`src/rtl/lu_share_arbiter_if.sv`:
```
// Bundles the two requester channels, the shared logic-unit channel and the response channel.
interface lu_share_arbiter_if #(
    parameter int N     = 2,
    parameter int CNT_W = 8
);
    logic             req0_valid;
    logic             req0_ready;
    logic [N-1:0]     req0_c;
    logic [N-1:0]     req0_d;
    logic [1:0]       req0_op;

    logic             req1_valid;
    logic             req1_ready;
    logic [N-1:0]     req1_c;
    logic [N-1:0]     req1_d;
    logic [1:0]       req1_op;

    logic [N-1:0]     lu_c;
    logic [N-1:0]     lu_d;
    logic [1:0]       lu_op;
    logic [N-1:0]     lu_f;

    logic             rsp_valid;
    logic             rsp_ready;
    logic [N-1:0]     rsp_f;
    logic             rsp_id;
    logic [CNT_W-1:0] done_cnt;

    modport slave (
        input  req0_valid, req0_c, req0_d, req0_op,
        output req0_ready,
        input  req1_valid, req1_c, req1_d, req1_op,
        output req1_ready,
        output lu_c, lu_d, lu_op,
        input  lu_f,
        output rsp_valid, rsp_f, rsp_id, done_cnt,
        input  rsp_ready
    );

    modport master (
        output req0_valid, req0_c, req0_d, req0_op,
        input  req0_ready,
        output req1_valid, req1_c, req1_d, req1_op,
        input  req1_ready,
        input  lu_c, lu_d, lu_op,
        output lu_f,
        input  rsp_valid, rsp_f, rsp_id, done_cnt,
        output rsp_ready
    );
endinterface

```
`src/rtl/lu_share_arbiter.sv`:
```
// Round-robin share of one combinational logic unit between two requesters.
// Response valid two edges after acceptance; both requesters are blocked until the response handshakes.
module lu_share_arbiter #(
    parameter int N     = 2,
    parameter int CNT_W = 8
) (
    input logic                clk,
    input logic                rst,
    lu_share_arbiter_if.slave  bus
);

    typedef enum logic [1:0] {IDLE, EXEC, RESP} state_t;

    state_t           state;
    state_t           state_nx;
    logic             last_grant;
    logic             grant;
    logic             any_vld;
    logic [N-1:0]     c_q;
    logic [N-1:0]     d_q;
    logic [1:0]       op_q;
    logic [N-1:0]     rsp_f_q;
    logic             rsp_id_q;
    logic [CNT_W-1:0] done_q;

    // With both pending, the requester that did not win last time takes the grant.
    assign any_vld = bus.req0_valid | bus.req1_valid;
    assign grant   = (bus.req0_valid && bus.req1_valid) ? ~last_grant : bus.req1_valid;

    always_ff @(posedge clk or posedge rst) begin
        if (rst) begin
            state <= IDLE;
        end else begin
            state <= state_nx;
        end
    end

    always_comb begin
        state_nx = state;
        case (state)
            IDLE:    if (any_vld)       state_nx = EXEC;
            EXEC:                       state_nx = RESP;
            RESP:    if (bus.rsp_ready) state_nx = IDLE;
            default:                    state_nx = IDLE;
        endcase
    end

    always_comb begin
        bus.req0_ready = 1'b0;
        bus.req1_ready = 1'b0;
        bus.lu_c       = '0;
        bus.lu_d       = '0;
        bus.lu_op      = '0;
        bus.rsp_valid  = 1'b0;
        case (state)
            IDLE: begin
                if (!rst && any_vld) begin
                    bus.req0_ready = ~grant;
                    bus.req1_ready = grant;
                end
            end
            EXEC: begin
                bus.lu_c  = c_q;
                bus.lu_d  = d_q;
                bus.lu_op = op_q;
            end
            RESP: begin
                bus.lu_c      = c_q;
                bus.lu_d      = d_q;
                bus.lu_op     = op_q;
                bus.rsp_valid = 1'b1;
            end
            default: ;
        endcase
    end

    always_ff @(posedge clk or posedge rst) begin
        if (rst) begin
            last_grant <= 1'b1;
            c_q        <= '0;
            d_q        <= '0;
            op_q       <= '0;
            rsp_f_q    <= '0;
            rsp_id_q   <= 1'b0;
            done_q     <= '0;
        end else begin
            if (state == IDLE && any_vld) begin
                c_q        <= grant ? bus.req1_c  : bus.req0_c;
                d_q        <= grant ? bus.req1_d  : bus.req0_d;
                op_q       <= grant ? bus.req1_op : bus.req0_op;
                rsp_id_q   <= grant;
                last_grant <= grant;
            end
            if (state == EXEC) begin
                rsp_f_q <= bus.lu_f;
            end
            if (state == RESP && bus.rsp_ready && done_q != '1) begin
                done_q <= done_q + 1'b1;
            end
        end
    end

    assign bus.rsp_f    = rsp_f_q;
    assign bus.rsp_id   = rsp_id_q;
    assign bus.done_cnt = done_q;

endmodule

```
`src/flat_wrapper.sv`:
```
// flat-port wrapper written by rule: the top's interface ports become plain ports
module lu_share_arbiter_flat 
#(
    parameter int N     = 2,
    parameter int CNT_W = 8
)
  (clk, rst, bus_req0_valid, bus_req0_c, bus_req0_d, bus_req0_op, bus_req0_ready, bus_req1_valid, bus_req1_c, bus_req1_d, bus_req1_op, bus_req1_ready, bus_lu_c, bus_lu_d, bus_lu_op, bus_lu_f, bus_rsp_valid, bus_rsp_f, bus_rsp_id, bus_done_cnt, bus_rsp_ready);
  lu_share_arbiter_if #(.N(N), .CNT_W(CNT_W)) bus_i ();
  input logic clk;
  input logic rst;
  input wire logic [$bits(bus_i.req0_valid)-1:0] bus_req0_valid;
  input wire logic [$bits(bus_i.req0_c)-1:0] bus_req0_c;
  input wire logic [$bits(bus_i.req0_d)-1:0] bus_req0_d;
  input wire logic [$bits(bus_i.req0_op)-1:0] bus_req0_op;
  output wire logic [$bits(bus_i.req0_ready)-1:0] bus_req0_ready;
  input wire logic [$bits(bus_i.req1_valid)-1:0] bus_req1_valid;
  input wire logic [$bits(bus_i.req1_c)-1:0] bus_req1_c;
  input wire logic [$bits(bus_i.req1_d)-1:0] bus_req1_d;
  input wire logic [$bits(bus_i.req1_op)-1:0] bus_req1_op;
  output wire logic [$bits(bus_i.req1_ready)-1:0] bus_req1_ready;
  output wire logic [$bits(bus_i.lu_c)-1:0] bus_lu_c;
  output wire logic [$bits(bus_i.lu_d)-1:0] bus_lu_d;
  output wire logic [$bits(bus_i.lu_op)-1:0] bus_lu_op;
  input wire logic [$bits(bus_i.lu_f)-1:0] bus_lu_f;
  output wire logic [$bits(bus_i.rsp_valid)-1:0] bus_rsp_valid;
  output wire logic [$bits(bus_i.rsp_f)-1:0] bus_rsp_f;
  output wire logic [$bits(bus_i.rsp_id)-1:0] bus_rsp_id;
  output wire logic [$bits(bus_i.done_cnt)-1:0] bus_done_cnt;
  input wire logic [$bits(bus_i.rsp_ready)-1:0] bus_rsp_ready;
  assign bus_i.req0_valid = bus_req0_valid;
  assign bus_i.req0_c = bus_req0_c;
  assign bus_i.req0_d = bus_req0_d;
  assign bus_i.req0_op = bus_req0_op;
  assign bus_req0_ready = bus_i.req0_ready;
  assign bus_i.req1_valid = bus_req1_valid;
  assign bus_i.req1_c = bus_req1_c;
  assign bus_i.req1_d = bus_req1_d;
  assign bus_i.req1_op = bus_req1_op;
  assign bus_req1_ready = bus_i.req1_ready;
  assign bus_lu_c = bus_i.lu_c;
  assign bus_lu_d = bus_i.lu_d;
  assign bus_lu_op = bus_i.lu_op;
  assign bus_i.lu_f = bus_lu_f;
  assign bus_rsp_valid = bus_i.rsp_valid;
  assign bus_rsp_f = bus_i.rsp_f;
  assign bus_rsp_id = bus_i.rsp_id;
  assign bus_done_cnt = bus_i.done_cnt;
  assign bus_i.rsp_ready = bus_rsp_ready;
  lu_share_arbiter #(.N(N), .CNT_W(CNT_W)) u_core (.clk(clk), .rst(rst), .bus(bus_i));
endmodule
```
`config.mk`:
```
export PLATFORM = sky130hd
export DESIGN_NAME = lu_share_arbiter_flat
export DESIGN_NICKNAME = d
export VERILOG_FILES = /design/src/rtl/lu_share_arbiter_if.sv /design/src/rtl/lu_share_arbiter.sv /design/src/flat_wrapper.sv
export SDC_FILE = /design/constraint.sdc
export NUM_CORES = 1
export LEC_CHECK = 0
export BUFFER_PORTS_ARGS = -buffer_cell sky130_fd_sc_hd__buf_2
export CORE_MARGIN = 1
export CORE_UTILIZATION = 35
export CTS_BUF_LIST = sky130_fd_sc_hd__clkbuf_8 sky130_fd_sc_hd__clkbuf_16
export CTS_CLUSTER_SIZE = 40
export DETAILED_ROUTE_END_ITERATION = 8
export SYNTH_ARGS = -nofsm -noshare
export SYNTH_HDL_FRONTEND = slang
export SYNTH_SLANG_ARGS = --single-unit
```
`constraint.sdc`:
```
create_clock -name clk -period 2.2 [get_ports clk]
set_input_delay 0.44 -clock clk [delete_from_list [all_inputs] [get_ports clk]]
set_output_delay 0.44 -clock clk [all_outputs]
set_load 0.005 [all_outputs]
```
==> flow_summary.toml, run 1 <==
[power]
leakage_nw = 0.670
power_density_nw_per_um2 = 1150
vdd_drop_max_v = 0.000720
power_mw = 1.49

[sta]
worst-slew-pin-transition_ns = 0.754
drv_slew = 0
finalSetupTns_ns = 0
max_freq_mhz = 510
rsz0062_at_grt = "no"
timing.final.crit_share_pct = 89.2
setup_slack_ns = 0.238
max_slew_margin_pct = 49.6
fin_crit_ns = 1.96
final_hold_viol_count = 0
setup_violations = 0
fin_worst_skew_ns = 0.00419

[global_route]
grt_antenna_before_repair = 0
grt_max_degree = 21
grt_pass1_wl_mm = 3.37
grt_pass1_vias = 808
grt_use_total_pct = 13.7
grt_overflow_total = 0

[synth]
ys_seq_elements = 20
netlist_top_cells_count = "19 x dfrtp_1, 13 x nand2_1, 7 x o21ai_0, 6 x and2_1, 6 x mux2i_1"
yosys_warnings = 0
synth_top_area_cell = "dfrtp_1"
synth_nets = 120
synth_top_cell_area_share_pct = 46.9
synthCells = 96
ys_types = 31
synth_area_um2 = 1010
syn_avg_cell_area_um2 = 10.6
synth_edf_count = 0
synth_most_common_cell = "dfrtp_1"
ys_async_sr_fraction_pct = 100
ys_top_cells_by_area = "dfrtp_1 47%, ha_1 6.2%, mux2i_1 5.9%"
synth_top_flop_cell = "dfrtp_1"
yosysSeqAreaShare_pct = 49.5

[clocking]
htreeDepth = 1
numClockSinks = 20
clkLatencyLatePin_ns = 0.25
postCtsSetupBuffers = 0
numCtsBuffers = 3
cts-root-buf = "clkbuf_8"
cts_tree = "yes"
cts.clk_slew.worst_paths_ns = 0.07
clockBufferDepth = 2

[floorplan]
die_w_um = 55.8
die_h_um = 55.8
initial_core_util_pct = 36.8
placementRows = 19
core_region_area_um2 = 2760
die_area_um2 = 3110
ios = 39

[finish]
seqCellArea_um2 = 502
antennaDiodeCount = 0
nFillCells = 277
final_nets = 163
multi_input_area_um2 = 495
drive_above_1_share_pct = 38.4
final_area_um2 = 1300
final_cells = 169
syn2layout_area_growth_pct = 28.0

[detailed_routing]
drt-initial-drc-count = 16
first_pass_iters = 4
viasPerCell = 4.96
wirelength_mm = 1.97
vias = 839
drc = 0
wire_per_inst_um = 11.7
ant_nets = 0

[worst_setup_path]
worstPathCellList = "inv_1, ha_1, o21ai_2, nor3b_1, buf_2"
worst-path-buf-inv = 2
slowest_stage = "dfrtp_1"
worstSetupStartpointType = "flop"
path_class = "reg -> out"
crit_fanout = 9
endpoint_kind = "output pin"
crit_family = "flip-flops"
crit_arrival_ns = 1.52
cp.required_ns = 1.76
max_stage_delay_ns = 0.40

[place]
dp.cells = 165
gp_congestion = 0.758
dpl_cell_area_um2 = 1250
io_buffers = 38
dp_slack_ns = 0.396
detailedPlacementHpwl_mm = 1.55

[flow_run]
cap_violations = 0

[outcome]
status = "complete, no violations"

[hold_path]
worstHoldPathType = "in -> async"
logic make-up after synthesis:
group	synth area share (%)
AOI/OAI and AO/OA	8.89
xor gates and xnor gates	3.46
adders and majority gates	6.17
buffers and inverters	1.97
DFF	49.5
muxes	11.9
and+or+nand+nor	18.2
flip-flops by register name, indices dropped and copies added, names as in the netlist:
name and cells:
u_core.bus.done_cnt 8, u_core.bus.rsp_f 2, u_core.c_q 2, u_core.d_q 2, u_core.op_q 2, u_core.state 2
u_core.bus.rsp_id 1, u_core.last_grant 1
final cells by class:
class | count | share of cell area (%)
clock inverter | 1 | 0.289
sequential | 20 | 38.7
inverter | 3 | 0.868
clock buffer | 3 | 3.18
tap | 31 | 2.99
multi-input combinational | 71 | 38.2
timing repair buffer | 40 | 15.8
where the power goes:
group	internal, mW	total [mW]	switching (mW)
clock network	0.124	0.236	0.112
logic	0.325	0.632	0.307
registers	0.523	0.626	0.103
total	0.972	1.49	0.523
stage by stage:
stage | utilization [%] | hold WS, ns
global route | 47.1 | 0.390
detailed placement | 45.3 | 0.462
floorplan | - | 0.403
global placement | 45.3 | 0.453
CTS | 46.9 | 0.358
finish | 47.1 | 0.331
worst paths after layout:
check | start | end | slack [ns] | cells after the start
hold reg to reg | u_core.d_q[0] | u_core.d_q[0] | 0.47 | 2
setup / recovery | u_core.state[0] | bus_req1_ready | 0.24 | 5
setup reg to reg | u_core.state[0] | u_core.bus.done_cnt[7] | 0.39 | 6
hold / removal | rst | u_core.bus.done_cnt[2] | 0.33 | 2
max in group asynchronous | rst | u_core.c_q[0] | 1.40 | 2
min in group clk | bus_req0_valid | u_core.last_grant | 0.39 | 2
placed cells by master (no fill, tap or decap), drive strengths merged:
| cell type | count |
|---|---|
| o22ai | 1 |
| a21boi | 1 |
| and2 | 6 |
| ha | 5 |
| nand2b | 1 |
| nand2 | 13 |
| and4 | 2 |
| dfrtp | 19 |
| nand4 | 1 |
| buf | 40 |
| nor2b | 1 |
| a31oi | 2 |
| a21oi | 3 |
| xnor2 | 2 |
| inv | 4 |
| xor2 | 2 |
| nand3 | 2 |
| dfstp | 1 |
| a22o | 1 |
| nor2 | 3 |
| mux2i | 6 |
| mux2 | 5 |
| nor3b | 1 |
| or2 | 2 |
| nor3 | 3 |
| o21ai | 8 |
| clkbuf | 3 |
metal layers:
metal  share of wire, %  global-route usage, %
met5                  0                      0
met4                  0                   3.14
met3                8.0                   5.58
met2                 44                   22.4
met1                 47                   17.1
repair_timing:
| action | in CTS | in global routing |
|---|---|---|
| endpoints found under the setup margin | 0 | 1 |
| hold buffers | 0 | 0 |
| resized for setup | 0 | 1 |
No activity file was read; power rests on OpenSTA's default activity.
==> run 2, diff against run 1 <==
CELL_PAD_IN_SITES_DETAIL_PLACEMENT = 0   (was not set)
CELL_PAD_IN_SITES_GLOBAL_PLACEMENT = 1   (was not set)
PLACE_DENSITY = 0.8   (was not set)
==> flow_summary.toml, run 2 (same netlist as run 1, synthesis figures left out) <==
[outcome]
status = "complete, no violations"

[sta]
max_freq_mhz = 492
holdWs_ns = 0.328
fin_crit_ns = 2.03
timing.final.crit_share_pct = 92.3
rsz0062_at_grt = "no"
final_hold_viol_count = 0
max_slew_margin_pct = 49.6
setup_violations = 0
drv_slew = 0
fin_worst_skew_ns = 0.00339
finalSetupTns_ns = 0
worst-slew-pin-transition_ns = 0.755
setup_slack_ns = 0.169

[detailed_routing]
first_pass_iters = 5
vias = 847
viasPerCell = 5.01
ant_nets = 0
wire_per_inst_um = 11.6
wirelength_mm = 1.96
drc = 0
drt-initial-drc-count = 6

[clocking]
cts-root-buf = "clkbuf_8"
numCtsBuffers = 3
clkLatencyLatePin_ns = 0.25
clockBufferDepth = 2
cts.clk_slew.worst_paths_ns = 0.07
cts_hold_buf = 0
cts.repair.resized = 0
numClockSinks = 20
cts_tree = "yes"
postCtsSetupBuffers = 0
htreeDepth = 1

[worst_setup_path]
r2r_end = "u_core.bus.done_cnt[7]"
endpoint_kind = "output pin"
r2r_cells = 6
slowest_stage = "dfrtp_1"
cp.required_ns = 1.76
worstSetupStartpointType = "flop"
crit_fanout = 7
worstPathCellList = "inv_1, ha_1, o21ai_1, nor3b_1, buf_2"
max_stage_delay_ns = 0.40
reg2reg_from = "u_core.state[0]"
r2r_setup_slack_ns = 0.39
crit_arrival_ns = 1.59
path_class = "reg -> out"

[finish]
nFillCells = 290
syn2layout_area_growth_pct = 28.6
mostFrequentLayoutCells = "38 x buf_2, 19 x dfrtp_1, 13 x nand2_1"
multi_input_area_um2 = 492
drive_above_1_share_pct = 38.4
final_nets = 163
seqCellArea_um2 = 502
largest_reg_flops = 8
layout_commonest_cell = "buf_2"
antennaDiodeCount = 0

[power]
p_int_mw = 1.00
clkPwrFrac_pct = 18.0
vdd_drop_max_v = 0.000659
leakage_nw = 0.671
power_density_nw_per_um2 = 1160
switchingPower_uw = 508
switching_share_pct = 33.6
combinationalPowerShare_pct = 40.8
seq_power_share_pct = 41.2

[global_route]
grt_overflow_total = 0
grt_antenna_before_repair = 0
grt_pass1_vias = 816
grt_pass1_wl_mm = 3.48
grt_max_degree = 21
grt_use_total_pct = 13.9

[floorplan]
placementRows = 19
core_region_area_um2 = 2760
die_h_um = 55.8
initial_core_util_pct = 36.8
die_area_um2 = 3110
die_w_um = 55.8
ios = 39

[flow_run]
cap_violations = 0

[place]
io_buffers = 38
detailedPlacementHpwl_mm = 1.53
dp_slack_ns = 0.396
gp_congestion = 0.767

[hold_path]
worstHoldPathType = "in -> async"
## run 2: per-layer routing
metal  vias to the layer above  track usage (%)  routed length (um)
met5                         -                0                   0
met4                         0             4.18                  14
met3                         2             2.79                 128
met2                        30             23.4                 925
met1                       402             18.1                 891
li1                        413                -                   -
## run 2: per-stage QoR
step / total power, mW / area [um2] / utilization, % / cells
after floorplan: 1.01 / 1010 / - / 96
after global placement: 1.24 / 1250 / 45.3 / 165
after detailed placement: 1.26 / 1250 / 45.3 / 165
after CTS: 1.55 / 1300 / 47.3 / 169
after global routing: 1.65 / 1300 / 47.3 / 169
final: 1.51 / 1300 / 47.3 / 169
## run 2: cell type report
class	count	share of cell area [%]
Tap cell	31	2.98
Sequential cell	20	38.5
Inverter	3	0.864
Multi-Input combinational cell	71	37.7
Clock buffer	4	4.22
Timing Repair Buffer	40	15.7
## run 2: worst max path at each step
stage                     cells past startpoint                     end  slack, ns             from
final                                         5          bus_req1_ready       0.17  u_core.state[0]
after detailed placement                      6  u_core.bus.done_cnt[7]       0.40  u_core.state[0]
after floorplan                               5          bus_req1_ready       0.50  u_core.state[0]
after global routing                          5          bus_req0_ready       0.03  u_core.state[0]
after global placement                        5          bus_req0_ready       0.47   bus_req0_valid
after CTS                                     5          bus_req0_ready       0.15  u_core.state[0]
## run 2: worst max-delay path, delay by kind of cell (launching register included)
family          cells  cell delay (ns)
flops               1             0.40
buf+inv             2             0.25
fa+ha+maj           1             0.25
simple gates        1             0.22
compound gates      1             0.21
## run 2: power groups by stage
stage / registers [mW] / clock network [mW] / logic, mW
floorplan: 0.621 / 0 / 0.384
global placement: 0.624 / 0 / 0.619
detailed placement: 0.632 / 0 / 0.629
CTS: 0.626 / 0.289 / 0.631
global route: 0.649 / 0.302 / 0.702
finish: 0.623 / 0.273 / 0.616
